$ cat src/rtl/template_match_pkg.sv
// Shared defaults, state encoding and width helpers for the template-matching datapath.
// Used by template_sad_accumulator (argmin gated by TEMPLATE_SAD_BEST_MATCH_EN).
package template_match_pkg;

  localparam int DEFAULT_PIXEL_SIZE    = 8;
  localparam int DEFAULT_LINE_SIZE     = 16;
  localparam int DEFAULT_NUM_TEMPLATES = 4;
  localparam int DEFAULT_WINDOW_LINES  = 8;

  typedef enum logic {
    IDLE  = 1'b0,
    ACCUM = 1'b1
  } sad_state_t;

  // One line's SAD: a full-scale difference on every pixel must still fit.
  function automatic int line_sum_width(input int pixel_size, input int line_size);
    return pixel_size + $clog2(line_size);
  endfunction

  function automatic int sad_width(input int pixel_size, input int line_size,
                                   input int window_lines);
    return line_sum_width(pixel_size, line_size) + $clog2(window_lines);
  endfunction

  // Never returns 0 so single-entry counters and indices stay legal vectors.
  function automatic int index_width(input int n);
    return (n > 1) ? $clog2(n) : 1;
  endfunction

endpackage

$ cat src/rtl/abs_diff_line_sum.sv
// Combinational sum of absolute pixel differences across one line,
// built as a balanced adder tree padded to a power-of-two leaf count.
module abs_diff_line_sum
  import template_match_pkg::*;
#(
  parameter int PIXEL_SIZE = DEFAULT_PIXEL_SIZE,
  parameter int LINE_SIZE  = DEFAULT_LINE_SIZE,
  localparam int SUM_W     = line_sum_width(PIXEL_SIZE, LINE_SIZE)
) (
  input  logic [LINE_SIZE-1:0][PIXEL_SIZE-1:0] a,
  input  logic [LINE_SIZE-1:0][PIXEL_SIZE-1:0] b,
  output logic [SUM_W-1:0]                     sum
);

  localparam int LEAVES = 1 << $clog2(LINE_SIZE);

  logic [SUM_W-1:0] diff [LEAVES];

  genvar i;
  for (i = 0; i < LEAVES; i++) begin : g_leaf
    if (i < LINE_SIZE) begin : g_pix
      assign diff[i] = SUM_W'((a[i] > b[i]) ? (a[i] - b[i]) : (b[i] - a[i]));
    end else begin : g_pad
      assign diff[i] = '0;
    end
  end

  // In-place reduction: each pass halves the live width, so a slot is read before it is overwritten.
  always_comb begin
    logic [SUM_W-1:0] tree [LEAVES];
    for (int j = 0; j < LEAVES; j++) begin
      tree[j] = diff[j];
    end
    for (int w = LEAVES / 2; w >= 1; w = w / 2) begin
      for (int j = 0; j < w; j++) begin
        tree[j] = tree[2*j] + tree[2*j+1];
      end
    end
    sum = tree[0];
  end

endmodule

$ cat src/rtl/template_sad_accumulator.sv
// Accumulates per-template line SADs over a window and reports the totals.
// Define TEMPLATE_SAD_BEST_MATCH_EN to build the argmin (best_idx/best_sad); otherwise they read 0.
module template_sad_accumulator
  import template_match_pkg::*;
#(
  parameter int PIXEL_SIZE    = DEFAULT_PIXEL_SIZE,
  parameter int LINE_SIZE     = DEFAULT_LINE_SIZE,
  parameter int NUM_TEMPLATES = DEFAULT_NUM_TEMPLATES,
  parameter int WINDOW_LINES  = DEFAULT_WINDOW_LINES,
  localparam int SAD_W        = sad_width(PIXEL_SIZE, LINE_SIZE, WINDOW_LINES),
  localparam int IDX_W        = index_width(NUM_TEMPLATES)
) (
  input  logic                                                CLK,
  input  logic                                                RST_N,
  input  logic                                                start,
  input  logic                                                in_valid,
  input  logic [LINE_SIZE-1:0][PIXEL_SIZE-1:0]                I_line,
  input  logic [NUM_TEMPLATES-1:0][LINE_SIZE-1:0][PIXEL_SIZE-1:0] T_line,
  output logic                                                busy,
  output logic                                                out_valid,
  output logic [NUM_TEMPLATES-1:0][SAD_W-1:0]                 sad_out,
  output logic [IDX_W-1:0]                                    best_idx,
  output logic [SAD_W-1:0]                                    best_sad
);

  localparam int LS_W  = line_sum_width(PIXEL_SIZE, LINE_SIZE);
  localparam int CNT_W = index_width(WINDOW_LINES);
  localparam logic [CNT_W-1:0] LAST_CNT = CNT_W'(WINDOW_LINES - 1);

  sad_state_t state, state_next;
  logic [CNT_W-1:0] cnt, cnt_next;
  logic [NUM_TEMPLATES-1:0][SAD_W-1:0] acc, acc_next, window_sum;
  logic [NUM_TEMPLATES-1:0][LS_W-1:0]  line_sum;
  logic accept;
  logic done;

  genvar k;
  for (k = 0; k < NUM_TEMPLATES; k++) begin : g_tmpl
    abs_diff_line_sum #(
      .PIXEL_SIZE(PIXEL_SIZE),
      .LINE_SIZE (LINE_SIZE)
    ) u_line_sum (
      .a  (I_line),
      .b  (T_line[k]),
      .sum(line_sum[k])
    );
  end

  // A start discards the old totals, so the incoming line sits on a zero base.
  always_comb begin
    for (int t = 0; t < NUM_TEMPLATES; t++) begin
      window_sum[t] = (start ? '0 : acc[t]) + SAD_W'(line_sum[t]);
    end
  end

  assign accept = in_valid && (start || (state == ACCUM));

  always_comb begin
    state_next = state;
    cnt_next   = cnt;
    acc_next   = acc;
    done       = 1'b0;
    if (start) begin
      state_next = ACCUM;
      cnt_next   = '0;
      acc_next   = '0;
    end
    if (accept) begin
      if (start ? (WINDOW_LINES == 1) : (cnt == LAST_CNT)) begin
        done       = 1'b1;
        state_next = IDLE;
        cnt_next   = '0;
        acc_next   = '0;
      end else begin
        cnt_next = start ? CNT_W'(1) : cnt + CNT_W'(1);
        acc_next = window_sum;
      end
    end
  end

  always_ff @(posedge CLK or negedge RST_N) begin
    if (!RST_N) begin
      state <= IDLE;
      cnt   <= '0;
      acc   <= '0;
    end else begin
      state <= state_next;
      cnt   <= cnt_next;
      acc   <= acc_next;
    end
  end

  always_ff @(posedge CLK or negedge RST_N) begin
    if (!RST_N) begin
      out_valid <= 1'b0;
      sad_out   <= '0;
    end else begin
      out_valid <= done;
      if (done) begin
        sad_out <= window_sum;
      end
    end
  end

  assign busy = (state == ACCUM);

`ifdef TEMPLATE_SAD_BEST_MATCH_EN
  logic [IDX_W-1:0] min_idx;
  logic [SAD_W-1:0] min_sad;

  // Strict less-than keeps the lowest index on ties.
  always_comb begin
    min_idx = '0;
    min_sad = window_sum[0];
    for (int t = 1; t < NUM_TEMPLATES; t++) begin
      if (window_sum[t] < min_sad) begin
        min_sad = window_sum[t];
        min_idx = IDX_W'(t);
      end
    end
  end

  always_ff @(posedge CLK or negedge RST_N) begin
    if (!RST_N) begin
      best_idx <= '0;
      best_sad <= '0;
    end else if (done) begin
      best_idx <= min_idx;
      best_sad <= min_sad;
    end
  end
`else
  assign best_idx = '0;
  assign best_sad = '0;
`endif

endmodule
$ cat config.mk
export PLATFORM = sky130hd
export DESIGN_NAME = template_sad_accumulator
export DESIGN_NICKNAME = d
export VERILOG_FILES = /design/src/rtl/template_match_pkg.sv /design/src/rtl/abs_diff_line_sum.sv /design/src/rtl/template_sad_accumulator.sv
export SDC_FILE = /design/constraint.sdc
export NUM_CORES = 2
export LEC_CHECK = 0
export CELL_PAD_IN_SITES_DETAIL_PLACEMENT = 0
export CELL_PAD_IN_SITES_GLOBAL_PLACEMENT = 2
export CORE_MARGIN = 5
export CORE_UTILIZATION = 39
export DETAILED_ROUTE_END_ITERATION = 10
export PLACE_DENSITY = 0.86
export SLEW_MARGIN = 25
export SYNTH_ARGS = -nofsm -noshare
export SYNTH_HDL_FRONTEND = slang
export SYNTH_SLANG_ARGS = --single-unit
export TNS_END_PERCENT = 30
$ cat constraint.sdc
create_clock -name CLK -period 5.2 [get_ports CLK]
set_clock_uncertainty 0.05 [all_clocks]
set_input_delay 0.78 -clock CLK [delete_from_list [all_inputs] [get_ports CLK]]
set_output_delay 0.78 -clock CLK [all_outputs]
set_load 0.05 [all_outputs]
======== Word-level counts from Yosys, hierarchy flattened ========
Cells that the tools add are included.
Widths: inputs -> output; s select.
storage, ports and cells
  flip-flop bits (word level) ............. 125
  latch bits .............................. 0
  RAM bits ................................ 0
  memory bits (read-only) ................. 0
  input port bits ......................... 644
  output and inout bits ................... 79
  logic and storage cells ................. 353
  memories kept ........................... 0
operators by class
  add/subtract/negate cells ............... 193
  $mul .................................... 0
  divide/modulo/power cells ............... 0
  $lt $le $gt $ge ......................... 64
  equality and inequality tests ........... 1
  shift operators ......................... 0
  muxes and demuxes ....................... 81
  bitwise logic cells ..................... 0
  reductions and logical operators ........ 3
operators with widths
  cell                 count
  $sub 8x8->9          128
  $mux 12              64
  $add 12x12->12       60
  $gt 8x8->1           64
  $mux 60              3
  $add 15x12->15       4
  $mux 15              4
  $mux 3               4
  $mux 1               6
  $add 3x1->3 const B  1
  $eq 3x3->1 const B   1
  $reduce_bool 2->1    1
  $logic_and 1x1->1    1
  $logic_or 1x1->1     1

======== Depth between registers and ports, before layout ========
  depth after elaboration ................. 9
  depth in mapped cells ................... 40
  mapped depth without buffers ............ 38

======== Cells and area by module ========
Synthesis repeated with hierarchy kept, for this count alone.
unflattened totals
  cells, all modules ...................... 8226
  area, all modules ....................... 67055.6 um^2
modules (own cells, without submodules)
  module                                    times used  cells an instance  area an instance (um^2)  sequential area each (um^2)
  abs_diff_line_sum (g_tmpl[2].u_line_sum)  1           1897               15209.6                  0.0
  abs_diff_line_sum (g_tmpl[0].u_line_sum)  1           1891               15168.3                  0.0
  abs_diff_line_sum (g_tmpl[3].u_line_sum)  1           1843               14825.5                  0.0
  abs_diff_line_sum (g_tmpl[1].u_line_sum)  1           1796               14483.9                  0.0
  template_sad_accumulator                  1           799                7368.3                   3128.0

======== Worst setup path after synthesis ========
Ideal clock, no wire load.
  path type ............................... input to register
  from .................................... in I_line[49] (netlist name)
  to ...................................... reg acc[14] (netlist name)
  library setup time ...................... 135 ps
  data arrival time ....................... 8904 ps
  required time ........................... 5015 ps
  path slack .............................. -3889 ps
  cell stages on the path ................. 34
  buffers on the path ..................... 0
  cell sequence ........................... inv_1 ha_1 nor2b_1 o31a_1 o41ai_2 o21ai_2 mux2_4 o21bai_1 a221o_1 xor2_1 fa_1 inv_1 fa_1 fa_1 inv_1 fa_1 fa_1 inv_1 fa_1 inv_1 ha_1 a21oi_1 nor2b_1 o21a_1 o41ai_1 o21ai_0 xnor2_1 xor2_1 ha_1 a21oi_1 a31oi_1 nand3_1 a21oi_1 o32ai_1
between the ends
  longest elaborated chain between the ends .. 9
  elaborated cells between the ends (all ways) .. 11
  those cells by class .................... 7 x add/sub; 1 x order compare; 3 x mux
RTL lines
  what                                       RTL line                        source
  from (decl)                                template_sad_accumulator.sv:17  input logic [LINE_SIZE-1:0][PIXEL_SIZE-1:0] I_line,
  $sub 8x8->9 or $gt 8x8->1 (tied branches)  abs_diff_line_sum.sv:22         assign diff[i] = SUM_W'((a[i] > b[i]) ? (a[i] - b[i]) : (b[i] - a[i]));
  $mux 12 *                                  abs_diff_line_sum.sv:22
  $add 12x12->12 * (4 in series)             abs_diff_line_sum.sv:36         tree[j] = tree[2*j] + tree[2*j+1];
  $add 15x12->15 *                           template_sad_accumulator.sv:52  window_sum[t] = (start ? '0 : acc[t]) + SAD_W'(line_sum[t]);
  $mux 60 *                                  template_sad_accumulator.sv:69  if (start ? (WINDOW_LINES == 1) : (cnt == LAST_CNT)) begin
  $mux 60 *                                  template_sad_accumulator.sv:68  if (accept) begin
  to (signal assigned)                       template_sad_accumulator.sv:89  acc <= acc_next;
  to (decl)                                  template_sad_accumulator.sv:32  logic [NUM_TEMPLATES-1:0][SAD_W-1:0] acc, acc_next, window_sum;
Mark *: on every way between the ends. The rest lies on a longest branch, timed or not.
A chain may end at the register's enable or synchronous reset.

======== Worst setup path after layout ========
  from .................................... in T_line[376] (netlist name)
  to ...................................... reg acc[44] (netlist name)
between the ends
  longest elaborated chain between the ends .. 9
  elaborated cells between the ends (all ways) .. 11
  those cells by class .................... 7 x add/sub; 1 x order compare; 3 x mux
RTL lines
  what                                       RTL line                        source
  from (decl)                                template_sad_accumulator.sv:18  input logic [NUM_TEMPLATES-1:0][LINE_SIZE-1:0][PIXEL_SIZE-1:0] T_line,
  $sub 8x8->9 or $gt 8x8->1 (tied branches)  abs_diff_line_sum.sv:22
  $mux 12 *                                  abs_diff_line_sum.sv:22
  $add 12x12->12 * (4 in series)             abs_diff_line_sum.sv:36
  $add 15x12->15 *                           template_sad_accumulator.sv:52
  $mux 60 *                                  template_sad_accumulator.sv:69
  $mux 60 *                                  template_sad_accumulator.sv:68
Marked as above.

==> flow_summary.yaml <==
timing:
  setup_viol: 112
  fmax_mhz: 110
  max_slew_margin: 0.307
  rsz0062_at_grt: "yes"
  setup_slack_ns: -3.87
  worst_slew_pin_slew_ns: 1.04
  period_share: 1.74
  min_period_ns: 9.07
  hold_viol: 0
  drv_slew: 0
global_route:
  grt_pass1_wl_um: 417000
  antenna_found_initial: 9
  track_usage: 0.318
  grt_overflow_total: 0
  grt_max_degree: 114
  grt_pass1_vias: 69200
clock_network:
  htreeDepth: 4
  numCtsBuffers: 17
  cts_hold_buf: 0
  cts_tree: "yes"
  clk_path_buf_depth: 2
  clock_latency_ns: 0.45
  cts_sinks: 125
  clk_pin_slew_ns: 0.06
  cts_root_buffer: "clkbuf_16"
floorplanning:
  design.die.area_sq_mm: 0.173
  core-area_sq_mm: 0.163
  die_y_um: 416
  start_util: 0.393
  die_width_um: 416
  ios: 723
  num_rows: 148
logic_synthesis:
  synth_seq_area_share: 0.0487
  async_reset_ff_frac: 1.00
  ys_seq_elements: 125
  ys_types: 99
  yosysMostFrequentCell: "inv_1"
  synth_edf_count: 0
  syn_inst: 7586
  yosysWarnings: 0
  synth_top_area_frac: 0.223
  synth_top_flop_cell: "dfrtp_1"
  syn_avg_cell_area_sq_um: 8.46
  yosysTopAreaCell: "ha_1"
  synthTopCellsByArea: "ha_1 (22%), fa_1 (20%), inv_1 (8.8%)"
  yosys-top-cells-count: "inv_1 (1499), ha_1 (1142), fa_1 (652)"
  syn-cell-area_sq_mm: 0.0642
setup_path:
  worst-setup-path-type: "primary input to register"
  crit_required_ns: 5.50
  worstPathMaxFanout: 5
  critPathCaptureType: "register"
  reg2reg_slack_ns: 2.30
  worst-path-buf-inv: 8
  cp_slowest_stage_delay_ns: 0.58
  cp-start-kind: "primary input"
  cpMostUsedCell: "fa_1"
  crit_arrival_ns: 9.37
  cpMaxStageDelayCell: "fa_1"
  critPathTopFamily: "adder cells"
final_layout:
  drive_above_1_share: 0.376
  syn2layout_area_growth_pct: 57.9
  final_nets: 13100
  fin_util: 0.621
placement:
  pre_cts_ws_ns: -5.18
  dp_hpwl_um: 255000
  io_buffer_count: 705
  gp_congestion: 1.05
drt:
  first_pass_iters: 6
  routedWlPerCell_um: 22.9
  antenna_left: 0
  via_per_inst: 5.21
  route.detailed.drc: 0
  routed_wl_um: 295000
  vias: 67000
  drtIter0Drc: 4180
job:
  max-cap-violations: 0
outcome:
  violations: "setup timing"
  status: "complete, but fails checks"
worst_hold_path:
  hp-class: "primary input to async pin"
## per-stage QoR
step | hold slack [ns] | cell area [sq um] | std cells | TNS (ns)
CTS | 0.404 | 94300 | 12700 | -364.21
global placement | 0.405 | 91200 | 12600 | -453.76
detailed placement | 0.414 | 91200 | 12600 | -462.48
floorplan | 0.392 | 64900 | 7602 | -296.95
global route | 0.434 | 101000 | 12900 | -367.44
finish | 0.379 | 101000 | 12900 | -339.68
## sequential cells by signal (all words and copies together) (netlist names)
signal	flops
cnt	3
busy	1
acc	60
out_valid	1
sad_out	60
## cells by family (layout without fill, tap and decap cells)
family | count (synthesis) | count (layout) | synth area share
DFF | 125 | 125 | 0.0487
adders and majority gates | 1794 | 1794 | 0.426
and+or+nand+nor | 1349 | 1349 | 0.104
muxes | 485 | 485 | 0.0794
xor gates and xnor gates | 500 | 500 | 0.0682
buffers and inverters | 1644 | 4737 | 0.0989
AOI/OAI and AO/OA | 1688 | 1688 | 0.175
other | 1 | 21 | 0.0000584
## what timing repair did
action                     in CTS  in global routing
resized for setup             548               1445
setup buffers                  79                162
pin swaps                     194                479
cloned                          0                  2
setup endpoints to repair     112                112
## layout by cell type, fill, tap and decap left out, drive strengths merged, types with 39 or more instances in the layout
cell type / n
xnor2: 348
inv: 1487
mux2i: 296
nor2b: 206
a31oi: 60
clkbuf: 45
a21boi: 50
o31ai: 39
xor2: 152
dfrtp: 125
nor3: 69
a21oi: 394
ha: 1142
nand3: 53
dlymetal6s2s: 302
nand2b: 91
mux2: 189
o21bai: 49
fa: 652
o41ai: 46
nor2: 292
buf: 2518
a21o: 208
nand4: 97
o21a: 70
nand2: 383
o21ai: 464
clkdlybuf4s50: 332
a211oi: 45
## worst paths after layout
| path | start | to | cells after the start |
|---|---|---|---|
| worst max-delay path | T_line[376] | acc[44]$_DFFE_PN0P_ | 35 |
| worst min-delay path | RST_N | sad_out[32]$_DFFE_PN0P_ | 1 |
| worst max register to register | acc[30]$_DFFE_PN0P_ | acc[44]$_DFFE_PN0P_ | 14 |
| worst min register to register | acc[9]$_DFFE_PN0P_ | acc[9]$_DFFE_PN0P_ | 2 |
| max in group asynchronous | RST_N | sad_out[12]$_DFFE_PN0P_ | 2 |
| min in group CLK | acc[9]$_DFFE_PN0P_ | acc[9]$_DFFE_PN0P_ | 2 |
## layout make-up
type | count | area [sq um]
multi-input cells | 5833 | 62100
fillers | 13700 | 61800
repair buffers | 3205 | 27000
inverters | 1500 | 5750
flip-flops and latches | 125 | 3130
well taps | 2175 | 2720
clock buffers | 18 | 429
clock inverters | 14 | 161
diodes | 4 | 10.0
## layer usage
| metal | wire [um] | share of wire | GRT usage | vias up |
|---|---|---|---|---|
| met5 | 72 | 0.00024 | 0 | - |
| met4 | 25300 | 0.086 | 0.215 | 10 |
| met3 | 16700 | 0.057 | 0.0434 | 760 |
| met2 | 139000 | 0.47 | 0.538 | 2255 |
| met1 | 114000 | 0.39 | 0.375 | 32500 |
| li1 | - | - | - | 31400 |
Power is left out: the tool's default activity adds up to more than one toggle a clock period on the data nets, which glitch-free logic cannot reach.
